[src/rtl/muldiv_pkg.sv]
// Shared definitions for the EX-stage multiply/divide unit.
//   - op encodings as decoded by ID (bit 1: divide, bit 0: unsigned)
//   - control FSM state encodings
//   - default operand width and the matching down-counter width
package muldiv_pkg;

  localparam int N_DEF = 32;
  localparam int CNT_W = $clog2(N_DEF);

  typedef enum logic [1:0] {
    OP_MULT  = 2'b00,
    OP_MULTU = 2'b01,
    OP_DIV   = 2'b10,
    OP_DIVU  = 2'b11
  } op_e;

  typedef enum logic [1:0] {
    S_IDLE = 2'b00,
    S_BUSY = 2'b01,
    S_DONE = 2'b10
  } state_e;

endpackage

[src/rtl/muldiv_core.sv]
// One radix-2 iteration per step of either shift-add multiply or restoring
// divide, on unsigned N-bit magnitudes.
// Ports:
//   clk, rst_n     clock, async active-low reset
//   load_i         capture a_mag_i into the low half, b_mag_i as operand, div_i as mode
//   step_i         perform one iteration
//   div_i          1 = divide, 0 = multiply (sampled on load)
//   a_mag_i        multiplicand / dividend magnitude
//   b_mag_i        multiplier / divisor magnitude
//   acc_o          2N-bit accumulator: product, or {remainder, quotient}
module muldiv_core #(
  parameter int N = 32
) (
  input  logic           clk,
  input  logic           rst_n,
  input  logic           load_i,
  input  logic           step_i,
  input  logic           div_i,
  input  logic [N-1:0]   a_mag_i,
  input  logic [N-1:0]   b_mag_i,
  output logic [2*N-1:0] acc_o
);

  logic [2*N-1:0] acc_q, acc_d;
  logic [N-1:0]   opd_q, opd_d;
  logic           div_q, div_d;

  logic [N:0]     mul_sum;
  logic [N:0]     rem_sh;
  logic           ge;
  logic [N-1:0]   trial;

  always_comb begin
    // Multiply: add operand into upper half when the current LSB is set,
    // then shift the whole accumulator right (carry lands in the MSB).
    mul_sum = {1'b0, acc_q[2*N-1:N]} + (acc_q[0] ? {1'b0, opd_q} : '0);

    // Divide: shift left by one; the partial remainder can reach N+1 bits,
    // but after a successful subtract it is always below the divisor.
    rem_sh  = acc_q[2*N-1:N-1];
    ge      = (rem_sh >= {1'b0, opd_q});
    trial   = rem_sh[N-1:0] - opd_q;

    acc_d = acc_q;
    opd_d = opd_q;
    div_d = div_q;
    if (load_i) begin
      acc_d = {{N{1'b0}}, a_mag_i};
      opd_d = b_mag_i;
      div_d = div_i;
    end else if (step_i) begin
      if (div_q) acc_d = {(ge ? trial : rem_sh[N-1:0]), acc_q[N-2:0], ge};
      else       acc_d = {mul_sum, acc_q[N-1:1]};
    end
  end

  always_ff @(posedge clk or negedge rst_n) begin
    if (!rst_n) begin
      acc_q <= '0;
      opd_q <= '0;
      div_q <= 1'b0;
    end else begin
      acc_q <= acc_d;
      opd_q <= opd_d;
      div_q <= div_d;
    end
  end

  assign acc_o = acc_q;

endmodule

[src/rtl/ex_muldiv_unit.sv]
// EX-stage iterative multiply/divide unit with architectural HI/LO.
// MULT/MULTU/DIV/DIVU take N+1 cycles after start; MTHI/MTLO write in IDLE.
// Ports:
//   clk, rst_n        pipeline clock, async active-low reset
//   flush             squash the in-flight op (HI/LO untouched)
//   start, op         launch op (00 MULT, 01 MULTU, 10 DIV, 11 DIVU) from IDLE
//   src_a, src_b      rs / rt operands
//   mthi, mtlo        write src_a to HI / LO (IDLE, no start)
//   hi_o, lo_o        HI / LO registers
//   busy              op in flight
//   done              one-cycle pulse while HI/LO are being written by an op
//
// state  | meaning
// S_IDLE | waiting for start; mthi/mtlo accepted
// S_BUSY | one radix-2 step per cycle, counter runs N-1 down to 0
// S_DONE | sign fix-up, HI/LO written at end of cycle
module ex_muldiv_unit
  import muldiv_pkg::*;
#(
  parameter int N = N_DEF
) (
  input  logic         clk,
  input  logic         rst_n,
  input  logic         flush,
  input  logic         start,
  input  logic [1:0]   op,
  input  logic [N-1:0] src_a,
  input  logic [N-1:0] src_b,
  input  logic         mthi,
  input  logic         mtlo,
  output logic [N-1:0] hi_o,
  output logic [N-1:0] lo_o,
  output logic         busy,
  output logic         done
);

  localparam int CW = $clog2(N);

  state_e          state_q, state_d;
  logic [CW-1:0]   cnt_q, cnt_d;
  logic [1:0]      op_q;
  logic [N-1:0]    a_q, b_q;
  logic [N-1:0]    hi_q, lo_q;

  logic            start_go, mt_ok;
  logic            core_load, core_step;
  logic [2*N-1:0]  acc;
  logic            sgn_q, neg_ab, neg_a;
  logic [2*N-1:0]  prod;
  logic [N-1:0]    quo, rem;
  logic [N-1:0]    res_hi, res_lo;

  function automatic logic [N-1:0] mag(input logic [N-1:0] v, input logic sgn);
    return (sgn && v[N-1]) ? -v : v;
  endfunction

  // flush in IDLE only matters in that it blocks a simultaneous start
  assign start_go = (state_q == S_IDLE) && start && !flush;
  assign mt_ok    = (state_q == S_IDLE) && !start;

  always_comb begin
    state_d   = state_q;
    cnt_d     = cnt_q;
    core_load = 1'b0;
    core_step = 1'b0;
    done      = 1'b0;
    case (state_q)
      S_IDLE: begin
        if (start_go) begin
          state_d   = S_BUSY;
          cnt_d     = CW'(N-1);
          core_load = 1'b1;
        end
      end
      S_BUSY: begin
        if (flush) begin
          state_d = S_IDLE;
        end else begin
          core_step = 1'b1;
          if (cnt_q == '0) state_d = S_DONE;
          else             cnt_d   = cnt_q - 1'b1;
        end
      end
      S_DONE: begin
        state_d = S_IDLE;
        done    = !flush;
      end
      default: state_d = S_IDLE;
    endcase
  end

  muldiv_core #(.N(N)) u_core (
    .clk     (clk),
    .rst_n   (rst_n),
    .load_i  (core_load),
    .step_i  (core_step),
    .div_i   (op[1]),
    .a_mag_i (mag(src_a, ~op[0])),
    .b_mag_i (mag(src_b, ~op[0])),
    .acc_o   (acc)
  );

  always_comb begin
    sgn_q  = ~op_q[0];
    neg_ab = sgn_q & (a_q[N-1] ^ b_q[N-1]);
    neg_a  = sgn_q & a_q[N-1];
    prod   = neg_ab ? -acc : acc;
    quo    = neg_ab ? -acc[N-1:0] : acc[N-1:0];
    rem    = neg_a  ? -acc[2*N-1:N] : acc[2*N-1:N];
    if (!op_q[1]) begin
      res_hi = prod[2*N-1:N];
      res_lo = prod[N-1:0];
    end else if (b_q == '0) begin
      // divide by zero: all-ones quotient, dividend passes through untouched
      res_hi = a_q;
      res_lo = '1;
    end else begin
      res_hi = rem;
      res_lo = quo;
    end
  end

  always_ff @(posedge clk or negedge rst_n) begin
    if (!rst_n) begin
      state_q <= S_IDLE;
      cnt_q   <= '0;
      op_q    <= '0;
      a_q     <= '0;
      b_q     <= '0;
      hi_q    <= '0;
      lo_q    <= '0;
    end else begin
      state_q <= state_d;
      cnt_q   <= cnt_d;
      if (start_go) begin
        op_q <= op;
        a_q  <= src_a;
        b_q  <= src_b;
      end
      if (done) begin
        hi_q <= res_hi;
        lo_q <= res_lo;
      end else if (mt_ok) begin
        if (mthi) hi_q <= src_a;
        if (mtlo) lo_q <= src_a;
      end
    end
  end

  assign busy = (state_q != S_IDLE);
  assign hi_o = hi_q;
  assign lo_o = lo_q;

endmodule

[config.mk]
export PLATFORM = sky130hd
export DESIGN_NAME = ex_muldiv_unit
export DESIGN_NICKNAME = d
export VERILOG_FILES = /design/src/rtl/muldiv_pkg.sv /design/src/rtl/muldiv_core.sv /design/src/rtl/ex_muldiv_unit.sv
export SDC_FILE = /design/constraint.sdc
export NUM_CORES = 1
export LEC_CHECK = 0
export CAP_MARGIN = 20
export CORE_MARGIN = 1.5
export CORE_UTILIZATION = 40
export DETAILED_ROUTE_END_ITERATION = 8
export PLACE_DENSITY = 0.61
export SETUP_SLACK_MARGIN = 0.2
export SYNTH_ARGS = -nofsm -noshare
export SYNTH_HDL_FRONTEND = slang
export SYNTH_SLANG_ARGS = --single-unit
[constraint.sdc]
create_clock -name clk -period 3.4 [get_ports clk]
set_input_delay 0.34 -clock clk [delete_from_list [all_inputs] [get_ports clk]]
set_output_delay 0.34 -clock clk [all_outputs]
set_load 0.01 [all_outputs]
# [Word-level counts from Yosys, hierarchy flattened]
# Index checks and enable logic that the tools add are counted.
# Widths: inputs -> output; s select.
[totals] wordCells=83 out_inout_bits=66 in_bits=72 register_bits=234
[op_classes] muxes=33 magnitude_cmp=1 bitwise=5 reduce_logical=20 add_sub_neg=8 n_eq_ne=6
[op_table] cell="$mux 32" n=16
[op_table] cell="$mux 64" n=4
[op_table] cell="$neg 32->32" n=4
[op_table] cell="$neg 64->64" n=1
[op_table] cell="$add 32x33->33" n=1
[op_table] cell="$ge 33x32->1" n=1
[op_table] cell="$logic_not 32->1" n=1
[op_table] cell="$sub 32x32->32" n=1
[op_table] cell="$mux 5" n=3
[op_table] cell="$reduce_bool 2->1" n=6
[op_table] cell="$pmux 5 s2" n=1
[op_table] cell="$mux 2" n=3
[op_table] cell="$ne 2x2->1 const B" n=3
[op_table] cell="$reduce_and 2->1" n=3
[op_table] cell="$logic_and 1x1->1" n=5
[op_table] cell="$logic_not 5->1" n=1
[op_table] cell="$mux 1" n=5
[op_table] cell="$sub 5x1->5 const B" n=1
[op_table] cell="$pmux 2 s2" n=1
[op_table] cell="$reduce_and 4->1" n=1
[op_table] cell="$ne 3x3->1 const B" n=1
[op_table] cell="$and 1x1->1" n=2
[op_table] cell="$eq 2x1->1 const B" n=1
[op_table] cell="$eq 2x2->1 const B" n=1
[op_table] cell="other kinds (4)" n=6

# [Logic depth before layout (Yosys ltp)]
[logic_depth] word_depth=6 mapped_depth=15 mapped_depth_nobuf=13

# [Hierarchy]
# A second synthesis with hierarchy kept.
[unflattened] hier_cells=2230 hier_area_um2=18514.0
[modules_own_cells] mod="ex_muldiv_unit" seq_area_each_um2=3428.3 instances=1 area_each_um2=10105.9 cells_per_inst=1174
[modules_own_cells] mod="muldiv_core" seq_area_each_um2=2427.3 instances=1 area_each_um2=8408.1 cells_per_inst=1056

# [Worst setup path after synthesis]
# OpenSTA, ideal clock, no wires.
[synth_path] path_type="flip-flop to flip-flop" from="reg u_core.acc_q[0] (netlist: u_core.acc_o[0])" to="reg u_core.acc_q[56] (netlist: u_core.acc_o[56])" period_less_slack_ns=3.340 setup_time_ns=0.126 slack_ns=0.060 required_ns=3.274 path_stages_with_launch=15 path_buffers=2 arrival_ns=3.214 path_cell_list="dfrtp_1 -> clkbuf_1 -> inv_1 -> clkbuf_1 -> nor2_1 -> ha_1 -> a21oi_1 -> nand2_1 -> o21ai_0 -> o21ai_0 -> a211o_1 -> a31oi_1 -> o21bai_1 -> xor2_1 -> a221o_1"
[synth_via] elab_chain_len=5
[synth_lines] element="start, declared" line_no="muldiv_core.sv:24" rtl="logic [2*N-1:0] acc_q, acc_d;"
[synth_lines] element="start signal, assigned" line_no="muldiv_core.sv:59" rtl="acc_q <= '0;"
[synth_lines] element="start signal, assigned" line_no="muldiv_core.sv:63" rtl="acc_q <= acc_d;"
[synth_lines] element="$mux 32" line_no="muldiv_core.sv:36" rtl="mul_sum = {1'b0, acc_q[2*N-1:N]} + (acc_q[0] ? {1'b0, opd_q} : '0);"
[synth_lines] element="$add 32x33->33" line_no="muldiv_core.sv:36"
[synth_lines] element="$mux 64" line_no="muldiv_core.sv:52" rtl="if (div_q) acc_d = {(ge ? trial : rem_sh[N-1:0]), acc_q[N-2:0], ge};"
[synth_lines] element="$mux 64" line_no="muldiv_core.sv:51" rtl="end else if (step_i) begin"
[synth_lines] element="$mux 64" line_no="muldiv_core.sv:47" rtl="if (load_i) begin"
# No other way between the ends. The select of a mux whose other input is x is not followed.
# A chain may end at the register's enable or synchronous reset.

# [Worst setup path after layout]
[layout_path] from="reg u_core.opd_q[0]" to="reg u_core.acc_q[61] (netlist: u_core.acc_o[61])"
[layout_via] elab_chain_len=5 word_cells_on_any_way=8 classes_between="2 x add/sub; 1 x order compare; 5 x mux"
[layout_lines] element="start, declared" line_no="muldiv_core.sv:25" rtl="logic [N-1:0] opd_q, opd_d;"
[layout_lines] element="start signal, assigned" line_no="muldiv_core.sv:64" rtl="opd_q <= opd_d;"
[layout_lines] element="$mux 32 (tied with other cells)" line_no="muldiv_core.sv:36"
[layout_lines] element="$add 32x33->33 / $mux 32 (equally long branches)" line_no="muldiv_core.sv:36, muldiv_core.sv:52"
[layout_lines] element="$mux 64 *" line_no="muldiv_core.sv:52"
[layout_lines] element="$mux 64 *" line_no="muldiv_core.sv:51"
[layout_lines] element="$mux 64 *" line_no="muldiv_core.sv:47"
# Mark *: on every way between the ends. The rest lies on a longest branch, timed or not. The select of a mux whose other input is x is not followed.

==> flow_summary_export.csv <==
group,metric,value,unit
yosys,syn-cell-area,0.01784,mm²
pwr,powerDensity,767.1,mW/mm²
critical_path,arrival,3.55,ns
clocking,insertion_delay,0.59,ns
die,die_x,214.2,µm
finish,num_antenna_cells,0,
critical_path,cp-start-kind,"flop",
route,ant_nets,0,
timing,rsz0062_at_grt,"true",
yosys,synth-simple-area-share,0.2015,
route,drt-total-wl,64920,µm
finish,syn2layout_area_growth,21.97,%
yosys,yosysWarningCount,0,
yosys,synth_top_area_frac,0.3283,
timing,whs,0.3441,ns
die,dieArea,0.04586,mm²
yosys,synth-edff-count,0,
die,start_util,0.4042,
worst_hold_path,hold_path.class,"in2async",
yosys,syn_nets,2376,
timing,period_share,0.9116,
die,num_rows,77,
route,wl_per_cell,21.58,µm
timing,fin_crit,3.099,ns
timing,worstMarginPinSlew,1.153,ns
die,boundaryPins,138,
clocking,cts_htree_levels,1,
finish,design_area,0.02175,mm²
clocking,tritoncts,"done",
pwr,vdd_drop_max,430.1,µV
finish,fin_nets,2537,
critical_path,cp-end-kind,"flop",
route,drcViolationCount,0,
critical_path,required,3.85,ns
clocking,root_buffer,"clkbuf_16",
pwr,p_leak,0.009631,µW
die,core_area,0.04412,mm²
yosys,async_flop_share,1.000,
yosys,synth_fa_ha_area_frac,0.05135,
global_routing,grt_pass1_vias,16820,
timing,hold_viol_final,0,
global_routing,antenna_found_initial,0,
yosys,synthFlopType,"dfrtp_1",
route,drtIter0Drc,1464,
timing,drv_slew,0,
pwr,finalPower,16690,µW
yosys,synth_top_area_cell,"dfrtp_1",
timing,skew,0.03532,ns
finish,drive_gt1_frac,0.1184,
timing,maxSlewHeadroom,0.2312,
critical_path,path_max_fanout,3,
placement,place_area,0.02049,mm²
placement,hpwl,47990,µm
clocking,cts_buffers,29,
yosys,synth_mux_area_frac,0.06075,
global_routing,overflow,0,
finish,final_cell_mix,"nand2_1 (396), dfrtp_1 (231), o21ai_0 (195), nor2_1 (152), buf_4 (144)",
yosys,synth_area_leaders,"dfrtp_1 (33%), nand2_1 (8.3%), mux2i_1 (5.9%)",
yosys,ys_seq_area_frac,0.3283,
yosys,synth_xor_area_frac,0.08741,
yosys,ys_seq_elements,234,
timing,clock.fmax,322.7,MHz
run,cap_violations,0,
placement,port_buffers,137,
clocking,clk_pin_slew,0.06,ns
die,die_h,214.2,µm
clocking,clockBufferDepth,3,
route,drt_first_pass_iters,8,
finish,fillers,4338,
timing,finalSetupViolCount,0,
yosys,synth-compound-area-share,0.2201,
global_routing,grt_pass1_wl,99160,µm
yosys,synth_cells,2232,
clocking,clock-sinks,234,
route,drt-vias-per-instance,5.848,
placement,place.gp.congestion,1.003,
global_routing,grt_start_max_net_pins,96,
route,vias,17590,
yosys,synthDistinctLibCells,86,
finish,final_common_cell,"nand2_1",
global_routing,track_usage,0.2740,
yosys,synth_top_family_by_area,"compound AO/OA/AOI/OAI gates",
yosys,synth_area_per_cell,7.991,µm²
run_status,status,"completed",
critical_path,criticalPathCategory,"reg2reg",
[layout make-up]
class	count	area, µm²	area share
clock buffers	39	823.3	0.03784
clock inverters	15	150.1	0.006902
inverters	70	265.3	0.01219
multi-input cells	1768	11300	0.5195
flip-flops and latches	234	5859	0.2693
well taps	592	740.7	0.03405
repair buffers	290	2614	0.1201
[power breakdown]
part	leakage (µW)	switching, µW	internal [µW]	total, µW
Combinational	0.00629	5390	3900	9300
Clock	0.000471	1360	1860	3220
Sequential	0.00287	710	3460	4170
Total	0.00963	7470	9220	16700
[critical path, stage by stage (launching register included)]
cell and delay [ns]:
dfrtp_1 0.41, and2_1 0.15, ha_1 0.19, inv_1 0.06
fa_1 0.38, nand2b_1 0.17, a21oi_1 0.18, o21ai_1 0.15
o21a_1 0.27, o21a_1 0.24, o31ai_2 0.24, buf_4 0.17
nand4_1 0.12, nand4b_1 0.14, o211ai_1 0.10
[cell usage after synthesis, drive strengths merged, types with 15 or more instances]
cell type,instances
nor4,34
nand3,23
nand2b,17
nor3,44
a211oi,20
xnor2,95
a31oi,42
a21o,21
mux2i,106
o211ai,51
a22oi,34
nor2b,15
xor2,83
o31ai,15
a21oi,136
inv,69
buf,30
ha,70
clkbuf,130
dfrtp,234
nand2,398
nor2,156
or4,16
o21ai,208
[repair_timing]
action | CTS | global route
endpoints found under the setup margin | 9 | 32
setup buffers | 0 | 7
hold buffers | 1 | 0
hold endpoints to repair | 92 | 0
pin swaps | 0 | 14
resized for setup | 5 | 56
[path summary, 6_finish.rpt]
path                       cells after the start  slack (ns)                      endpoint                   startpoint
max in group asynchronous                      3        2.18            b_q[7]$_DFFE_PN0P_                        rst_n
min                                            2        0.34          hi_o[21]$_DFFE_PN0P_                        rst_n
max reg2reg                                   14        0.30  u_core.acc_o[61]$_DFFE_PN0P_  u_core.opd_q[0]$_DFFE_PN0P_
max                                           14        0.30  u_core.acc_o[61]$_DFFE_PN0P_  u_core.opd_q[0]$_DFFE_PN0P_
min in group clk                               3        0.41           b_q[11]$_DFFE_PN0P_                    src_b[11]
min reg2reg                                    2        0.47            a_q[3]$_DFFE_PN0P_           a_q[3]$_DFFE_PN0P_
[sequential cells by signal, indices dropped and copies added (netlist names)]
| signal | cells |
|---|---|
| b_q | 32 |
| cnt_q | 5 |
| u_core.opd_q | 32 |
| u_core.div_q | 1 |
| a_q | 32 |
| state_q | 2 |
| op_q | 2 |
| hi_o | 32 |
| lo_o | 32 |
| u_core.acc_o | 64 |
[layer usage]
| metal | global-route usage | vias to the layer above | routed length [µm] | share of wire |
|---|---|---|---|---|
| li1 | - | 8255 | - | - |
| met1 | 0.3689 | 8541 | 27860 | 0.43 |
| met2 | 0.4496 | 654 | 30040 | 0.46 |
| met3 | 0.02837 | 140 | 3994 | 0.062 |
| met4 | 0.1143 | 0 | 3025 | 0.047 |
| met5 | 0 | - | 0 | 0 |
[logic make-up (layout without fill, tap and decap cells)]
kind of cell,after synthesis,count (layout)
AOI/OAI and AO/OA,625,625
muxes,108,108
adders and majority gates,72,72
DFF,234,234
buffers and inverters,230,414
and+or+nand+nor,785,785
xor gates and xnor gates,178,178
[per-stage QoR]
stage,TNS (ns),cells,utilization,setup slack (ns)
3_5_place_dp,-0.5154,2946,0.4645,-0.1312
5_1_grt,0,3008,0.4930,0.1587
2_1_floorplan,0,2232,-,0.1759
3_3_place_gp,-0.06357,2946,0.4645,-0.03811
4_1_cts,0,3001,0.4871,0.2016
6_report,0,3008,0.4930,0.3007
(Power assumes the default switching activity.)
